--- config.mk ---
export PLATFORM = sky130hd
export DESIGN_NAME = fetch_stage_flat
export DESIGN_NICKNAME = d
export VERILOG_FILES = /design/src/rtl/fetch_stage_if.sv /design/src/rtl/fetch_stage.sv /design/src/flat_wrapper.sv
export SDC_FILE = /design/constraint.sdc
export NUM_CORES = 1
export LEC_CHECK = 0
export CORE_MARGIN = 1.5
export CORE_UTILIZATION = 45
export DETAILED_ROUTE_END_ITERATION = 8
export PLACE_DENSITY = 0.78
export RECOVER_POWER = 50
export SLEW_MARGIN = 20
export SYNTH_ARGS = -nofsm -noshare
export SYNTH_HDL_FRONTEND = slang
export SYNTH_SLANG_ARGS = --single-unit
--- constraint.sdc ---
create_clock -name clk -period 3.15 [get_ports clk]
set_input_delay 0.63 -clock clk [delete_from_list [all_inputs] [get_ports clk]]
set_output_delay 0.63 -clock clk [all_outputs]
set_load 0.02 [all_outputs]
--- src/rtl/fetch_stage_if.sv ---
// Instruction-memory port of the fetch stage: address/read request out, ready/data back.
// Purely combinational bundle; no latency of its own. Wait states are signalled by holding imem_ready low.
interface fetch_stage_if;
    logic [15:0] pc;
    logic        instrmem_rd;
    logic        imem_ready;
    logic [15:0] imem_rdata;

    modport master (
        output pc,
        output instrmem_rd,
        input  imem_ready,
        input  imem_rdata
    );

    modport slave (
        input  pc,
        input  instrmem_rd,
        output imem_ready,
        output imem_rdata
    );
endinterface

--- src/rtl/fetch_stage.sv ---
// LC3 fetch stage: PC, imem read handshake, registered handoff to decode; FETCH_STALL_CNT_EN adds stall_cnt.
// Latency: imem_ready at edge N -> enable_decode/instr_dout/npc_out valid in cycle N+1; one instr/cycle streaming.
// Backpressure: memory stalls via imem_ready=0 (timeout -> sticky ERR); enable_fetch/enable_updatePC throttle issue.
module fetch_stage #(
    parameter logic [15:0] RESET_PC = 16'h3000,
    parameter int          MAX_WAIT = 8
) (
    input  logic          clk,
    input  logic          rst,
    input  logic          enable_fetch,
    input  logic          enable_updatePC,
    input  logic          br_taken,
    input  logic [15:0]   taddr,
    fetch_stage_if.master imem,
    output logic [15:0]   instr_dout,
    output logic [15:0]   npc_out,
    output logic          enable_decode,
`ifdef FETCH_STALL_CNT_EN
    output logic          fetch_err,
    output logic [15:0]   stall_cnt
`else
    output logic          fetch_err
`endif
);

    typedef enum logic [1:0] {
        IDLE = 2'd0,
        REQ  = 2'd1,
        ERR  = 2'd2
    } state_t;

    localparam logic [7:0] WAIT_LAST = 8'(MAX_WAIT - 1);

    state_t      state;
    state_t      state_nxt;
    logic [15:0] pc_q;
    logic [15:0] pc_inc;
    logic [7:0]  wait_cnt;
    logic        redirect;
    logic        capture;
    logic        wait_inc;
    logic        timeout;

    assign pc_inc           = pc_q + 16'd1;
    assign imem.pc          = pc_q;
    assign imem.instrmem_rd = (state == REQ);

    always_ff @(posedge clk) begin
        if (rst) begin
            state <= IDLE;
        end else begin
            state <= state_nxt;
        end
    end

    // Redirect outranks everything but ERR and keeps the state; a coincident response is dropped.
    always_comb begin
        state_nxt = state;
        redirect  = 1'b0;
        capture   = 1'b0;
        wait_inc  = 1'b0;
        timeout   = 1'b0;
        case (state)
            IDLE: begin
                if (br_taken && enable_updatePC) begin
                    redirect = 1'b1;
                end else if (enable_fetch) begin
                    state_nxt = REQ;
                end
            end
            REQ: begin
                if (br_taken && enable_updatePC) begin
                    redirect = 1'b1;
                end else if (!enable_fetch) begin
                    state_nxt = IDLE;
                end else if (imem.imem_ready) begin
                    capture = 1'b1;
                end else if (wait_cnt == WAIT_LAST) begin
                    timeout   = 1'b1;
                    state_nxt = ERR;
                end else begin
                    wait_inc = 1'b1;
                end
            end
            ERR: begin
                state_nxt = ERR;
            end
            default: begin
                state_nxt = IDLE;
            end
        endcase
    end

    always_ff @(posedge clk) begin
        if (rst) begin
            pc_q          <= RESET_PC;
            wait_cnt      <= 8'd0;
            instr_dout    <= 16'd0;
            npc_out       <= 16'd0;
            enable_decode <= 1'b0;
            fetch_err     <= 1'b0;
        end else begin
            enable_decode <= capture;
            if (redirect) begin
                pc_q     <= taddr;
                wait_cnt <= 8'd0;
            end
            if (capture) begin
                instr_dout <= imem.imem_rdata;
                npc_out    <= pc_inc;
                wait_cnt   <= 8'd0;
                if (enable_updatePC) begin
                    pc_q <= pc_inc;
                end
            end
            if (wait_inc) begin
                wait_cnt <= wait_cnt + 8'd1;
            end
            if (timeout) begin
                fetch_err <= 1'b1;
            end
        end
    end

`ifdef FETCH_STALL_CNT_EN
    always_ff @(posedge clk) begin
        if (rst) begin
            stall_cnt <= 16'd0;
        end else if (state == REQ && enable_fetch && !imem.imem_ready && stall_cnt != 16'hFFFF) begin
            stall_cnt <= stall_cnt + 16'd1;
        end
    end
`endif

endmodule

--- src/flat_wrapper.sv ---
// flat-port wrapper written by rule: the top's interface ports become plain ports
module fetch_stage_flat 
#(
    parameter logic [15:0] RESET_PC = 16'h3000,
    parameter int          MAX_WAIT = 8
)
  (clk, rst, enable_fetch, enable_updatePC, br_taken, taddr, instr_dout, npc_out, enable_decode, fetch_err, imem_pc, imem_instrmem_rd, imem_imem_ready, imem_imem_rdata);
  fetch_stage_if imem_i ();
  input  logic clk;
  input  logic rst;
  input  logic enable_fetch;
  input  logic enable_updatePC;
  input  logic br_taken;
  input  logic [15:0] taddr;
  output logic [15:0] instr_dout;
  output logic [15:0] npc_out;
  output logic enable_decode;
  output logic fetch_err;
  output wire logic [$bits(imem_i.pc)-1:0] imem_pc;
  output wire logic [$bits(imem_i.instrmem_rd)-1:0] imem_instrmem_rd;
  input wire logic [$bits(imem_i.imem_ready)-1:0] imem_imem_ready;
  input wire logic [$bits(imem_i.imem_rdata)-1:0] imem_imem_rdata;
  assign imem_pc = imem_i.pc;
  assign imem_instrmem_rd = imem_i.instrmem_rd;
  assign imem_i.imem_ready = imem_imem_ready;
  assign imem_i.imem_rdata = imem_imem_rdata;
  fetch_stage #(.RESET_PC(RESET_PC), .MAX_WAIT(MAX_WAIT)) u_core (.clk(clk), .rst(rst), .enable_fetch(enable_fetch), .enable_updatePC(enable_updatePC), .br_taken(br_taken), .taddr(taddr), .imem(imem_i), .instr_dout(instr_dout), .npc_out(npc_out), .enable_decode(enable_decode), .fetch_err(fetch_err));
endmodule
==> reports/results.txt <==
mux cell area share after synthesis: 1.19%
1st-pass router iterations: 4
final number of setup-violating endpoints: 0
crit path capture type: primary output
grt ovf: 0
cts bufs inserted: 9
Synth Instances: 336
worst skew pair latency: 340 ps
Pwr Total: 1.84 mW
Worst Setup SP: u_core.state[0]
Setup Crit Path Kind: flip-flop to primary output
crit-path cells: nor2b_1 > clkdlybuf4s50_1
min Tclk post-route: 2500 ps
Starting DRT DRC Count: 185
main combinational cell family by area after synthesis: simple AND/OR/NAND/NOR gates
GPL Wtd Cong: 0.838
Leak: 1.41 nW
multi-input combinational cell area: 0.00142 mm^2
Finished Layout Cells: 499
post_cts resized: 0
Routed Antenna Nets: 0
worst-case vdd ir drop: 272 uV
DR vias: 2,708
area share of xor/xnor cells in the synthesized design: 4.81%
Die Area: 0.00654 mm^2
Hold/Removal Path Class: flip-flop to flip-flop
final hold vios: 0
area grow syn2layout: 42.2%
maximum clock path buffer count: 2
vias in the first global route: 2,466
sequential share of the synthesized area: 44.0%
#FFs+latches synth: 60
Row Count: 28
placed cell area: 0.00365 mm^2
worst-path maximum fanout: 7
Synth cell types: 45
simple-gate share of the synthesized area: 25.3%
worst slew pin tran: 864 ps
RR Startpoint: u_core.state[0]
post-synthesis adder-cell area fraction: 0.917%
Final Max Slew Viols: 0
gr usage total: 22.9%
Filler Cell Count: 518
first-pass GRT wire length: 11.6 mm
RSZ-0062 raised after global routing: false
Post-Syn Area: 0.00273 mm^2
Nets: 460
slowest CP cell: clkdlybuf4s50_1
largest net degree at the start of global routing: 47
Chip Height: 80.9 um
initial antenna violation count: 0
Reg area: 0.00120 mm^2
cell taking the most area after synthesis: dfxtp_1
DRT Wirelength: 7.05 mm
n_diodes: 0
top cells by area, synth: dfxtp_1 (44%), nand2_1 (7.0%), nor2_1 (5.9%)
Pwr Density: 473 mW/mm^2
Avg Vias per Cell: 5.43
Ports: 89
async set-or-reset flop fraction in the synthesized netlist: 0%
TritonCTS clock tree: done
DRC viols: 0
setup ws final: 654 ps
clock skew: 5.29 ps
Port Buffers: 88
area share of the largest cell type after synthesis: 44.0%
Clk pin slew, worst setup/hold paths: 70 ps
clock root cell: clkbuf_8
die width: 80.9 um
Mean Syn Cell Area: 8.12 um^2
Worst Path Arrival: 1870 ps
Min Hold Slack: 452 ps
Core Region: 0.00589 mm^2
MaxCap Viol Count: 0
Finished Core Util: 65.9%
HPWL Detailed: 4.90 mm
# Post-CTS Setup Buffers: 0
maximum clock frequency: 401 MHz
top_reg_cell synth: dfxtp_1
Post-synth EDFFs: 0
final period utilization: 79.2%
initial core utilization: 46.4%
placed cell count: 484
WL per Instance: 14.1 um
Place WS: 714 ps
CTS sink cnt: 60
status: finished, final reports clean
Hold-fix buffers, CTS: 0
Relative slew margins: 42.4%
H-Tree Depth: 3
min-delay src: u_core.instr_dout[13]
Startpoint Class: flip-flop
CP required: 2520 ps
Design Area, Final: 0.00388 mm^2
slowest stage delay, CP: 690 ps
syn nets: 376
post-synthesis compound-gate area fraction: 19.9%
setup TNS: 0 ps
share of cells above drive strength 1: 6.60%
synth warn: 0
## worst paths after layout
path,slack (ps),cells past startpoint,endpoint
max,650,2,imem_instrmem_rd
min,450,2,u_core.instr_dout[13]
max reg2reg,950,5,u_core.npc_out[13]
min reg2reg,450,2,u_core.instr_dout[13]
## state kept, by name, summed over array words and instances, names as in the netlist
signal                flops
u_core.imem.pc           16
u_core.instr_dout        16
u_core.npc_out           16
u_core.wait_cnt           8
u_core.state              2
u_core.enable_decode      1
u_core.fetch_err          1
## power by group
group	total, mW	switching [mW]	internal (mW)
logic	0.190	0.0927	0.0970
clock network	0.846	0.306	0.540
registers	0.801	0.0226	0.779
## synth_stat cells, drive strengths merged (7+ instances only)
| cell type | n |
|---|---|
| dfxtp | 60 |
| nand2 | 51 |
| nor2 | 43 |
| a21oi | 30 |
| a211oi | 20 |
| nand3 | 16 |
| o21ai | 14 |
| clkbuf | 11 |
| buf | 10 |
| xor2 | 9 |
| a31oi | 7 |
| or3 | 7 |
## cells in the final DEF, fill, tap and decap left out, types with 4 or more instances in the layout
cell type	netlist	layout
or3_1	6	6
nand2_1	51	51
a21oi_1	30	30
xnor2_1	6	6
dlygate4sd3_1	0	39
buf_4	0	4
a211oi_1	19	19
clkbuf_8	0	10
dfxtp_1	60	60
nor3_1	5	5
nor2_1	43	43
nand3_1	16	16
xor2_1	9	9
a31oi_1	7	7
a22oi_1	4	4
nand4_1	6	6
clkdlybuf4s50_1	0	48
o21ai_1	10	10
## metal layers
layer / global-route usage, % / up-vias / part of all wire, % / routed length (um)
met5: 0 / - / 0 / 0
met4: 11.4 / 0 / 2.1 / 148
met3: 5.39 / 15 / 7.9 / 557
met1: 29.5 / 1212 / 44 / 3110
li1: - / 1369 / - / -
met2: 35.8 / 112 / 46 / 3240
## critical path, delay by kind of cell, from the launching register on
| kind | cells | cell delay [ps] |
|---|---|---|
| buffers and inverters | 1 | 690 |
| and+or+nand+nor | 1 | 430 |
| DFF | 1 | 410 |
## cells by family (layout without fill, tap and decap cells)
logic type,count (synthesis),in the layout
adder cells (fa/ha/maj),2,2
buffers and inverters,24,112
AND/OR/NAND/NOR,147,147
XOR/XNOR,15,15
multiplexers,3,3
AO/OA/AOI/OAI,85,85
flip-flops,60,60
## cell type report
type	instances	share of cell area, %
multi-input cells	252	36.7
flip-flops and latches	60	30.9
repair buffers	94	23.6
clock buffers	10	3.55
clock inverters	5	2.58
well taps	75	2.42
inverters	3	0.290
No activity file was read; power rests on OpenSTA's default activity.
